[config.mk]
export PLATFORM = sky130hd
export DESIGN_NAME = joybus_channel_flat
export DESIGN_NICKNAME = d
export VERILOG_FILES = /design/src/rtl/joybus_pkg.sv /design/src/rtl/joybus_if.sv /design/src/rtl/joybus_fifo.sv /design/src/rtl/joybus_channel.sv /design/src/flat_wrapper.sv
export SDC_FILE = /design/constraint.sdc
export NUM_CORES = 1
export LEC_CHECK = 0
export ABC_AREA = 1
export CAP_MARGIN = 20
export CORE_MARGIN = 1
export CORE_UTILIZATION = 53
export DETAILED_ROUTE_END_ITERATION = 7
export GPL_TIMING_DRIVEN = 0
export HOLD_SLACK_MARGIN = 0.05
export PLACE_DENSITY_LB_ADDON = 0.05
export SYNTH_ARGS = -nofsm -noshare
export SYNTH_HDL_FRONTEND = slang
export SYNTH_HIERARCHICAL = 1
export SYNTH_SLANG_ARGS = --single-unit
[constraint.sdc]
create_clock -name clk -period 4 [get_ports clk]
set_clock_uncertainty 0.15 [all_clocks]
set_input_delay 0.6 -clock clk [delete_from_list [all_inputs] [get_ports clk]]
set_output_delay 0.6 -clock clk [all_outputs]
set_load 0.005 [all_outputs]
[src/rtl/joybus_pkg.sv]
// rtl/joybus_pkg.sv - shared state encoding, register map and status bit positions
package joybus_pkg;

    typedef enum logic [2:0] {
        ST_IDLE,
        ST_TX_BIT,
        ST_TX_STOP,
        ST_RX_WAIT,
        ST_RX_BIT,
        ST_RX_END
    } state_t;

    localparam logic [1:0] REG_DATA  = 2'd0;
    localparam logic [1:0] REG_CTRL  = 2'd1;
    localparam logic [1:0] REG_RXLEN = 2'd2;
    localparam logic [1:0] REG_CLEAR = 2'd3;

    localparam int STAT_BUSY     = 7;
    localparam int STAT_TIMEOUT  = 6;
    localparam int STAT_OVERFLOW = 5;
    localparam int STAT_TX_EMPTY = 4;

endpackage

[src/rtl/joybus_if.sv]
// rtl/joybus_if.sv - CPU register access port of one joybus channel
interface joybus_if;
    logic [1:0] addr;
    logic [7:0] data_in;
    logic       write;
    logic       ce;
    logic [7:0] data_out;

    modport master (output addr, data_in, write, ce, input data_out);
    modport slave  (input addr, data_in, write, ce, output data_out);
endinterface

[src/rtl/joybus_fifo.sv]
// rtl/joybus_fifo.sv - first-word-fall-through byte FIFO with flush
module joybus_fifo #(
    parameter int DEPTH = 8
) (
    input  logic                   clk,
    input  logic                   reset,
    input  logic                   clear,
    input  logic                   push,
    input  logic [7:0]             push_data,
    input  logic                   pop,
    output logic [7:0]             pop_data,
    output logic                   full,
    output logic                   empty,
    output logic [$clog2(DEPTH):0] count
);
    localparam int AW = $clog2(DEPTH);

    logic [7:0]    mem [DEPTH];
    logic [AW-1:0] wr_ptr;
    logic [AW-1:0] rd_ptr;
    logic          do_push;
    logic          do_pop;

    assign empty    = (count == '0);
    assign full     = (count == (AW+1)'(DEPTH));
    assign do_pop   = pop && !empty;
    // a full FIFO still accepts a push when the same cycle frees a slot
    assign do_push  = push && (!full || do_pop);
    assign pop_data = mem[rd_ptr];

    // pointers and occupancy; a flush wins over any push or pop
    always_ff @(posedge clk or posedge reset) begin
        if (reset) begin
            wr_ptr <= '0;
            rd_ptr <= '0;
            count  <= '0;
        end else if (clear) begin
            wr_ptr <= '0;
            rd_ptr <= '0;
            count  <= '0;
        end else begin
            if (do_push) wr_ptr <= wr_ptr + 1'b1;
            if (do_pop)  rd_ptr <= rd_ptr + 1'b1;
            case ({do_push, do_pop})
                2'b10:   count <= count + 1'b1;
                2'b01:   count <= count - 1'b1;
                default: ;
            endcase
        end
    end

    // byte storage, not reset
    always_ff @(posedge clk) begin
        if (do_push) mem[wr_ptr] <= push_data;
    end
endmodule

[src/rtl/joybus_channel.sv]
// rtl/joybus_channel.sv - one controller-port joybus transceiver with TX/RX FIFOs
module joybus_channel
    import joybus_pkg::*;
#(
    parameter int US_CYCLES  = 16,
    parameter int FIFO_DEPTH = 8,
    parameter int TIMEOUT_US = 100
) (
    input  logic     clk,
    input  logic     reset,
    joybus_if.slave  bus,
    input  logic     joy_in,
    output logic     joy_oe,
    output logic     done
);
    localparam int BIT_CYC  = 4 * US_CYCLES;
    localparam int STOP_CYC = 3 * US_CYCLES;
    localparam int TO_CYC   = TIMEOUT_US * US_CYCLES;
    localparam int TW       = $clog2(TO_CYC + BIT_CYC);
    localparam int CW       = $clog2(FIFO_DEPTH) + 1;

    state_t        state;
    logic [TW-1:0] tmr;
    logic [2:0]    bit_idx;
    logic [7:0]    tx_sh, rx_byte, byte_cnt, rxlen;
    logic [6:0]    rx_sh;
    logic          rx_push, end_seen, timeout, rx_ovf;
    logic          sync1, sync2, sync_prev, fall;
    logic          wr, rd, busy, start, clear;
    logic          tx_push, tx_pop, tx_full, tx_empty;
    logic          rx_pop, rx_full, rx_empty;
    logic [7:0]    tx_head, rx_head;
    logic [CW-1:0] tx_count, rx_count;
    logic          unused_tx;

    assign unused_tx = ^{tx_full, tx_count};

    assign wr      = bus.ce && bus.write;
    assign rd      = bus.ce && !bus.write;
    assign busy    = (state != ST_IDLE) || done;
    assign start   = wr && (bus.addr == REG_CTRL) && bus.data_in[0] && !busy;
    assign clear   = wr && (bus.addr == REG_CLEAR) && !busy;
    assign tx_push = wr && (bus.addr == REG_DATA);
    assign rx_pop  = rd && (bus.addr == REG_DATA);
    assign tx_pop  = !tx_empty && (start ||
                     (state == ST_TX_BIT && tmr == TW'(BIT_CYC - 1) && bit_idx == 3'd7));
    assign fall    = sync_prev && !sync2;

    joybus_fifo #(.DEPTH(FIFO_DEPTH)) u_tx_fifo (
        .clk(clk), .reset(reset), .clear(clear),
        .push(tx_push), .push_data(bus.data_in),
        .pop(tx_pop), .pop_data(tx_head),
        .full(tx_full), .empty(tx_empty), .count(tx_count)
    );

    joybus_fifo #(.DEPTH(FIFO_DEPTH)) u_rx_fifo (
        .clk(clk), .reset(reset), .clear(clear),
        .push(rx_push), .push_data(rx_byte),
        .pop(rx_pop), .pop_data(rx_head),
        .full(rx_full), .empty(rx_empty), .count(rx_count)
    );

    // register read mux
    always_comb begin
        bus.data_out = 8'h00;
        case (bus.addr)
            REG_DATA:  bus.data_out = rx_empty ? 8'h00 : rx_head;
            REG_CTRL:  bus.data_out = {busy, timeout, rx_ovf, tx_empty, 4'(rx_count)};
            REG_RXLEN: bus.data_out = rxlen;
            default:   bus.data_out = 8'h00;
        endcase
    end

    // expected reply length register
    always_ff @(posedge clk or posedge reset) begin
        if (reset)                              rxlen <= 8'h00;
        else if (wr && bus.addr == REG_RXLEN)  rxlen <= bus.data_in;
    end

    // line synchronizer plus one extra stage for falling-edge detection; idles high
    always_ff @(posedge clk or posedge reset) begin
        if (reset) begin
            {sync1, sync2, sync_prev} <= 3'b111;
        end else begin
            sync1     <= joy_in;
            sync2     <= sync1;
            sync_prev <= sync2;
        end
    end

    // transaction sequencer: bit timing, line drive, reply capture and status flags
    always_ff @(posedge clk or posedge reset) begin
        if (reset) begin
            state    <= ST_IDLE;
            tmr      <= '0;
            bit_idx  <= '0;
            tx_sh    <= '0;
            rx_sh    <= '0;
            rx_byte  <= '0;
            byte_cnt <= '0;
            rx_push  <= 1'b0;
            end_seen <= 1'b0;
            timeout  <= 1'b0;
            rx_ovf   <= 1'b0;
            joy_oe   <= 1'b0;
            done     <= 1'b0;
        end else begin
            done    <= 1'b0;
            rx_push <= 1'b0;
            if (clear) begin
                timeout <= 1'b0;
                rx_ovf  <= 1'b0;
            end
            if (rx_push && rx_full && !rx_pop) rx_ovf <= 1'b1;
            case (state)
                ST_IDLE: begin
                    if (start) begin
                        tmr      <= '0;
                        bit_idx  <= '0;
                        byte_cnt <= '0;
                        if (!tx_empty) begin
                            state  <= ST_TX_BIT;
                            tx_sh  <= tx_head;
                            joy_oe <= 1'b1;
                        end else if (rxlen != 8'h00) begin
                            state <= ST_RX_WAIT;
                        end else begin
                            done <= 1'b1;
                        end
                    end
                end
                ST_TX_BIT: begin
                    if (tmr == TW'(BIT_CYC - 1)) begin
                        tmr    <= '0;
                        joy_oe <= 1'b1;
                        if (bit_idx == 3'd7) begin
                            bit_idx <= '0;
                            if (!tx_empty) tx_sh <= tx_head;
                            else           state <= ST_TX_STOP;
                        end else begin
                            bit_idx <= bit_idx + 3'd1;
                            tx_sh   <= {tx_sh[6:0], 1'b0};
                        end
                    end else begin
                        tmr    <= tmr + 1'b1;
                        joy_oe <= (tmr + 1'b1) < (tx_sh[7] ? TW'(US_CYCLES) : TW'(3 * US_CYCLES));
                    end
                end
                ST_TX_STOP: begin
                    if (tmr == TW'(STOP_CYC - 1)) begin
                        tmr    <= '0;
                        joy_oe <= 1'b0;
                        if (rxlen != 8'h00) begin
                            state <= ST_RX_WAIT;
                        end else begin
                            state <= ST_IDLE;
                            done  <= 1'b1;
                        end
                    end else begin
                        tmr    <= tmr + 1'b1;
                        joy_oe <= (tmr + 1'b1) < TW'(US_CYCLES);
                    end
                end
                ST_RX_WAIT: begin
                    if (fall) begin
                        state <= ST_RX_BIT;
                        tmr   <= '0;
                    end else if (tmr == TW'(TO_CYC - 1)) begin
                        timeout <= 1'b1;
                        state   <= ST_IDLE;
                        done    <= 1'b1;
                    end else begin
                        tmr <= tmr + 1'b1;
                    end
                end
                ST_RX_BIT: begin
                    if (tmr == TW'(2 * US_CYCLES - 1)) begin
                        tmr     <= '0;
                        rx_sh   <= {rx_sh[5:0], sync2};
                        bit_idx <= bit_idx + 3'd1;
                        state   <= ST_RX_WAIT;
                        if (bit_idx == 3'd7) begin
                            rx_byte  <= {rx_sh, sync2};
                            rx_push  <= 1'b1;
                            byte_cnt <= byte_cnt + 8'd1;
                            if (byte_cnt + 8'd1 == rxlen) begin
                                state    <= ST_RX_END;
                                end_seen <= 1'b0;
                            end
                        end
                    end else begin
                        tmr <= tmr + 1'b1;
                    end
                end
                ST_RX_END: begin
                    if (!end_seen && fall) begin
                        end_seen <= 1'b1;
                        tmr      <= '0;
                    end else if (end_seen && sync2) begin
                        state <= ST_IDLE;
                        done  <= 1'b1;
                    end else if (tmr == TW'(TO_CYC - 1)) begin
                        state <= ST_IDLE;
                        done  <= 1'b1;
                    end else begin
                        tmr <= tmr + 1'b1;
                    end
                end
                default: state <= ST_IDLE;
            endcase
        end
    end
endmodule
[src/flat_wrapper.sv]
// flat-port wrapper written by rule: the top's interface ports become plain ports
module joybus_channel_flat import joybus_pkg::*;
#(
    parameter int US_CYCLES  = 16,
    parameter int FIFO_DEPTH = 8,
    parameter int TIMEOUT_US = 100
)
  (clk, reset, joy_in, joy_oe, done, bus_addr, bus_data_in, bus_write, bus_ce, bus_data_out);
  joybus_if bus_i ();
  input  logic clk;
  input  logic reset;
  input  logic joy_in;
  output logic joy_oe;
  output logic done;
  input wire logic [$bits(bus_i.addr)-1:0] bus_addr;
  input wire logic [$bits(bus_i.data_in)-1:0] bus_data_in;
  input wire logic [$bits(bus_i.write)-1:0] bus_write;
  input wire logic [$bits(bus_i.ce)-1:0] bus_ce;
  output wire logic [$bits(bus_i.data_out)-1:0] bus_data_out;
  assign bus_i.addr = bus_addr;
  assign bus_i.data_in = bus_data_in;
  assign bus_i.write = bus_write;
  assign bus_i.ce = bus_ce;
  assign bus_data_out = bus_i.data_out;
  joybus_channel #(.US_CYCLES(US_CYCLES), .FIFO_DEPTH(FIFO_DEPTH), .TIMEOUT_US(TIMEOUT_US)) u_core (.clk(clk), .reset(reset), .bus(bus_i), .joy_in(joy_in), .joy_oe(joy_oe), .done(done));
endmodule
==> report_table.html <==
<table>
<tr><th>Metric</th><th>Value</th></tr>
<tr><th colspan="2">Timing</th></tr>
<tr><td>RSZ-0062 raised after global routing</td><td>false</td></tr>
<tr><td>Highest Clock Rate</td><td>265 MHz</td></tr>
<tr><td>Number of hold-slack violations in the final timing report</td><td>0</td></tr>
<tr><td>Aggregate negative setup slack</td><td>0 ps</td></tr>
<tr><td>Shortest clock period the worst path allows after layout</td><td>3770 ps</td></tr>
<tr><td>Worst-Margin Slew</td><td>848 ps</td></tr>
<tr><td>Final number of setup-violating endpoints</td><td>0</td></tr>
<tr><td>Max Slew Vio Count</td><td>0</td></tr>
<tr><td>Relative slew margins</td><td>0.434</td></tr>
<tr><td>Tcrit/Tclk final</td><td>0.943</td></tr>
<tr><th colspan="2">Routing</th></tr>
<tr><td>Post-detailed-route wirelength per cell</td><td>16.0 µm</td></tr>
<tr><td>Detailed-route wire length</td><td>22700 µm</td></tr>
<tr><td>Drc violations</td><td>0</td></tr>
<tr><td>DRC marker count from the first detailed-route iteration</td><td>489</td></tr>
<tr><td>Antenna violation net count after detailed routing</td><td>0</td></tr>
<tr><td>Via count</td><td>7576</td></tr>
<tr><td>Via density per instance</td><td>5.34</td></tr>
<tr><td>Number of iterations in the first detailed-routing pass</td><td>5</td></tr>
<tr><th colspan="2">Power</th></tr>
<tr><td>Switching part of the total power</td><td>0.348</td></tr>
<tr><td>Cell leakage power</td><td>4.66 nW</td></tr>
<tr><td>Clock share of power</td><td>0.308</td></tr>
<tr><td>Combinational share of power</td><td>0.292</td></tr>
<tr><td>Sum of internal, switching and leakage power</td><td>6.75 mW</td></tr>
<tr><td>Sequential fraction of design power</td><td>0.400</td></tr>
<tr><td>Cell-internal power</td><td>4.40 mW</td></tr>
<tr><td>Net switching power figure</td><td>2.35 mW</td></tr>
<tr><td>Ratio of total power to cell area</td><td>582 nW/µm²</td></tr>
<tr><td>Peak supply drop</td><td>383 µV</td></tr>
<tr><th colspan="2">Final layout</th></tr>
<tr><td>Count of antenna diodes in the layout</td><td>0</td></tr>
<tr><td>Number of nets in the finished design</td><td>1173</td></tr>
<tr><td>Most common library cell in the layout ignoring fill and taps</td><td>nand2_1</td></tr>
<tr><td>Synthesis-to-finish area growth</td><td>13.0%</td></tr>
<tr><td>End-of-flow core utilization</td><td>0.616</td></tr>
<tr><td>Proportion of layout cells with a drive suffix above 1</td><td>0.108</td></tr>
<tr><td>Post-Layout Cell Count</td><td>1420</td></tr>
<tr><td>Commonest cells after routing, fill and taps aside</td><td>nand2_1, nor2_1, edfxtp_1</td></tr>
<tr><td>Final Cell Area</td><td>11600 µm²</td></tr>
<tr><th colspan="2">Global route</th></tr>
<tr><td>Total overflow reported by the global router</td><td>0</td></tr>
<tr><td>Met3 Usage GRT</td><td>0.0309</td></tr>
<tr><td>Global routing's busiest layer</td><td>met2</td></tr>
<tr><td>Met1 track utilization from global routing</td><td>0.309</td></tr>
<tr><td>Number of antenna violations at the first check in global routing</td><td>0</td></tr>
<tr><td>Number of global-route vias before repair</td><td>7359</td></tr>
<tr><td>Global-route wire length before repair</td><td>37300 µm</td></tr>
<tr><td>Largest net degree at the start of global routing</td><td>66</td></tr>
<tr><td>Total global routing track utilization</td><td>0.240</td></tr>
<tr><td>Met2 usage</td><td>0.419</td></tr>
<tr><th colspan="2">Min path</th></tr>
<tr><td>Worst hold path type</td><td>flip-flop to flip-flop</td></tr>
<tr><th colspan="2">Synth</th></tr>
<tr><td>Syn nets</td><td>1124</td></tr>
<tr><td>Netlist area before placement</td><td>10300 µm²</td></tr>
<tr><td>Syn Inst Count</td><td>1095</td></tr>
<tr><td>Mean area per synthesized cell</td><td>9.38 µm²</td></tr>
<tr><td>Synthesis warning total</td><td>6</td></tr>
<tr><th colspan="2">Critical path</th></tr>
<tr><td>Data arrival at the endpoint of the critical path</td><td>3020 ps</td></tr>
<tr><td>Slowest cell on the critical path</td><td>clkdlybuf4s50_1</td></tr>
<tr><td>Required arrival time at the worst endpoint</td><td>3250 ps</td></tr>
<tr><td>Critical Setup Path Class</td><td>flip-flop to primary output</td></tr>
<tr><td>Crit-path cells</td><td>nor2_4 &gt; nand2_4 &gt; inv_1 &gt; clkbuf_1 &gt; inv_1 &gt; clkbuf_1 &gt; o221ai_1 &gt; clkdlybuf4s50_1</td></tr>
<tr><td>Highest fanout seen on the critical path</td><td>10</td></tr>
<tr><td>Kind of end point of the critical path</td><td>primary output</td></tr>
<tr><td>Kind of start point of the critical path</td><td>flip-flop</td></tr>
<tr><td>Longest individual stage delay on the worst path</td><td>560 ps</td></tr>
<tr><th colspan="2">Place</th></tr>
<tr><td>Routability cong.</td><td>0.854</td></tr>
<tr><td>HPWL reported at the end of detailed placement</td><td>16500 µm</td></tr>
<tr><td>Number of instances in the placed design</td><td>1380</td></tr>
<tr><td>Number of input and output port buffers inserted</td><td>24</td></tr>
<tr><td>Placement-stage cell area</td><td>10900 µm²</td></tr>
<tr><th colspan="2">Flow run</th></tr>
<tr><td>Total of max-cap violations</td><td>0</td></tr>
<tr><th colspan="2">Floorplan</th></tr>
<tr><td>Ports placed on the boundary</td><td>25</td></tr>
<tr><td>Placeable Area</td><td>18800 µm²</td></tr>
<tr><td>Rows</td><td>50</td></tr>
<tr><td>Initial core utilization</td><td>0.545</td></tr>
<tr><td>Height of the chip</td><td>141 µm</td></tr>
<tr><td>Die width</td><td>141 µm</td></tr>
<tr><td>Full die area</td><td>19900 µm²</td></tr>
<tr><th colspan="2">Clocking</th></tr>
<tr><td>CTS max path bufs</td><td>3</td></tr>
<tr><td>CTS buffer count</td><td>22</td></tr>
<tr><td>TritonCTS clock tree</td><td>yes</td></tr>
<tr><td>Clock latency of the later-clocked register in the worst-skew pair</td><td>500 ps</td></tr>
<tr><td>Count of hold buffers inserted by post-cts repair</td><td>0</td></tr>
<tr><td>Buffers inserted during post-CTS setup optimization</td><td>0</td></tr>
<tr><td>Clock net sink count</td><td>213</td></tr>
<tr><td>Root buffer cell</td><td>clkbuf_16</td></tr>
<tr><td>Cts repair resizes</td><td>0</td></tr>
<tr><td>Clock-pin slew reported for the worst setup and hold paths after clock tree synthesis</td><td>60 ps</td></tr>
<tr><td>CTS H-Tree Depth</td><td>1</td></tr>
<tr><th colspan="2">Run status</th></tr>
<tr><td>Outcome</td><td>finished clean</td></tr>
</table>
-- routing by layer --
metal,up-vias,part of all wire
met5,-,0
met4,0,0.027
met3,40,0.036
met2,139,0.50
met1,3619,0.44
li1,3778,-
-- state kept, by name, indices dropped and copies added (netlist names), 4 cells and up --
register and count:
u_core/u_tx_fifo/count 4, u_core/u_tx_fifo/mem 64, u_core/u_rx_fifo/mem 64, u_core/rx_sh 7, u_core/rx_byte 8, u_core/tmr 11, u_core/rxlen 8, u_core/byte_cnt 8
u_core/u_rx_fifo/count 4, u_core/tx_sh 8
-- worst paths after layout --
check                                                      start                                      to  slack, ps  depth (start not counted)
min in group asynchronous                                  reset  u_core/u_rx_fifo/wr_ptr[2]$_DFFE_PP0P_        340                          2
min                                       u_core/sync1$_DFF_PP1_                  u_core/sync2$_DFF_PP1_        200                          0
min reg2reg                               u_core/sync1$_DFF_PP1_                  u_core/sync2$_DFF_PP1_        200                          0
max                        u_core/u_tx_fifo/count[0]$_DFFE_PP0P_                         bus_data_out[4]        230                          8
max reg2reg                            u_core/tmr[0]$_DFFE_PP0P_    u_core/u_tx_fifo/mem[0][2]$_DFFE_PP_        290                         13
max in group asynchronous                                  reset             u_core/tx_sh[2]$_DFFE_PP0P_       2620                          2
-- cell type report --
cell class | count | area, µm²
clock inverter | 8 | 98.8
multi-input combinational | 748 | 3750
clock buffer | 32 | 649
fill | 1599 | 7230
inverter | 106 | 400
sequential | 213 | 5970
buffer | 28 | 149
timing repair buffer | 25 | 248
tap | 260 | 325
-- through the flow --
step                      worst slack (ps)  hold WS [ps]
after floorplan                       1180           195
after global placement                -174           197
after detailed placement              -217           198
after CTS                              168           208
after global routing                  34.8           212
final                                  229           203
-- power groups by stage --
stage	registers [mW]	clock network (mW)	logic, mW
after floorplan	2.69	0	1.43
after global placement	2.74	0	1.95
after detailed placement	2.74	0	1.97
after CTS	2.70	2.13	1.98
after global routing	2.73	2.20	2.23
final	2.70	2.08	1.97
-- critical path, delay by kind of cell (launching register included) --
family,cells,cell delay [ps]
simple gates,2,270
compound gates,1,330
buf+inv,5,1480
flops,1,460
(Power assumes the default switching activity.)
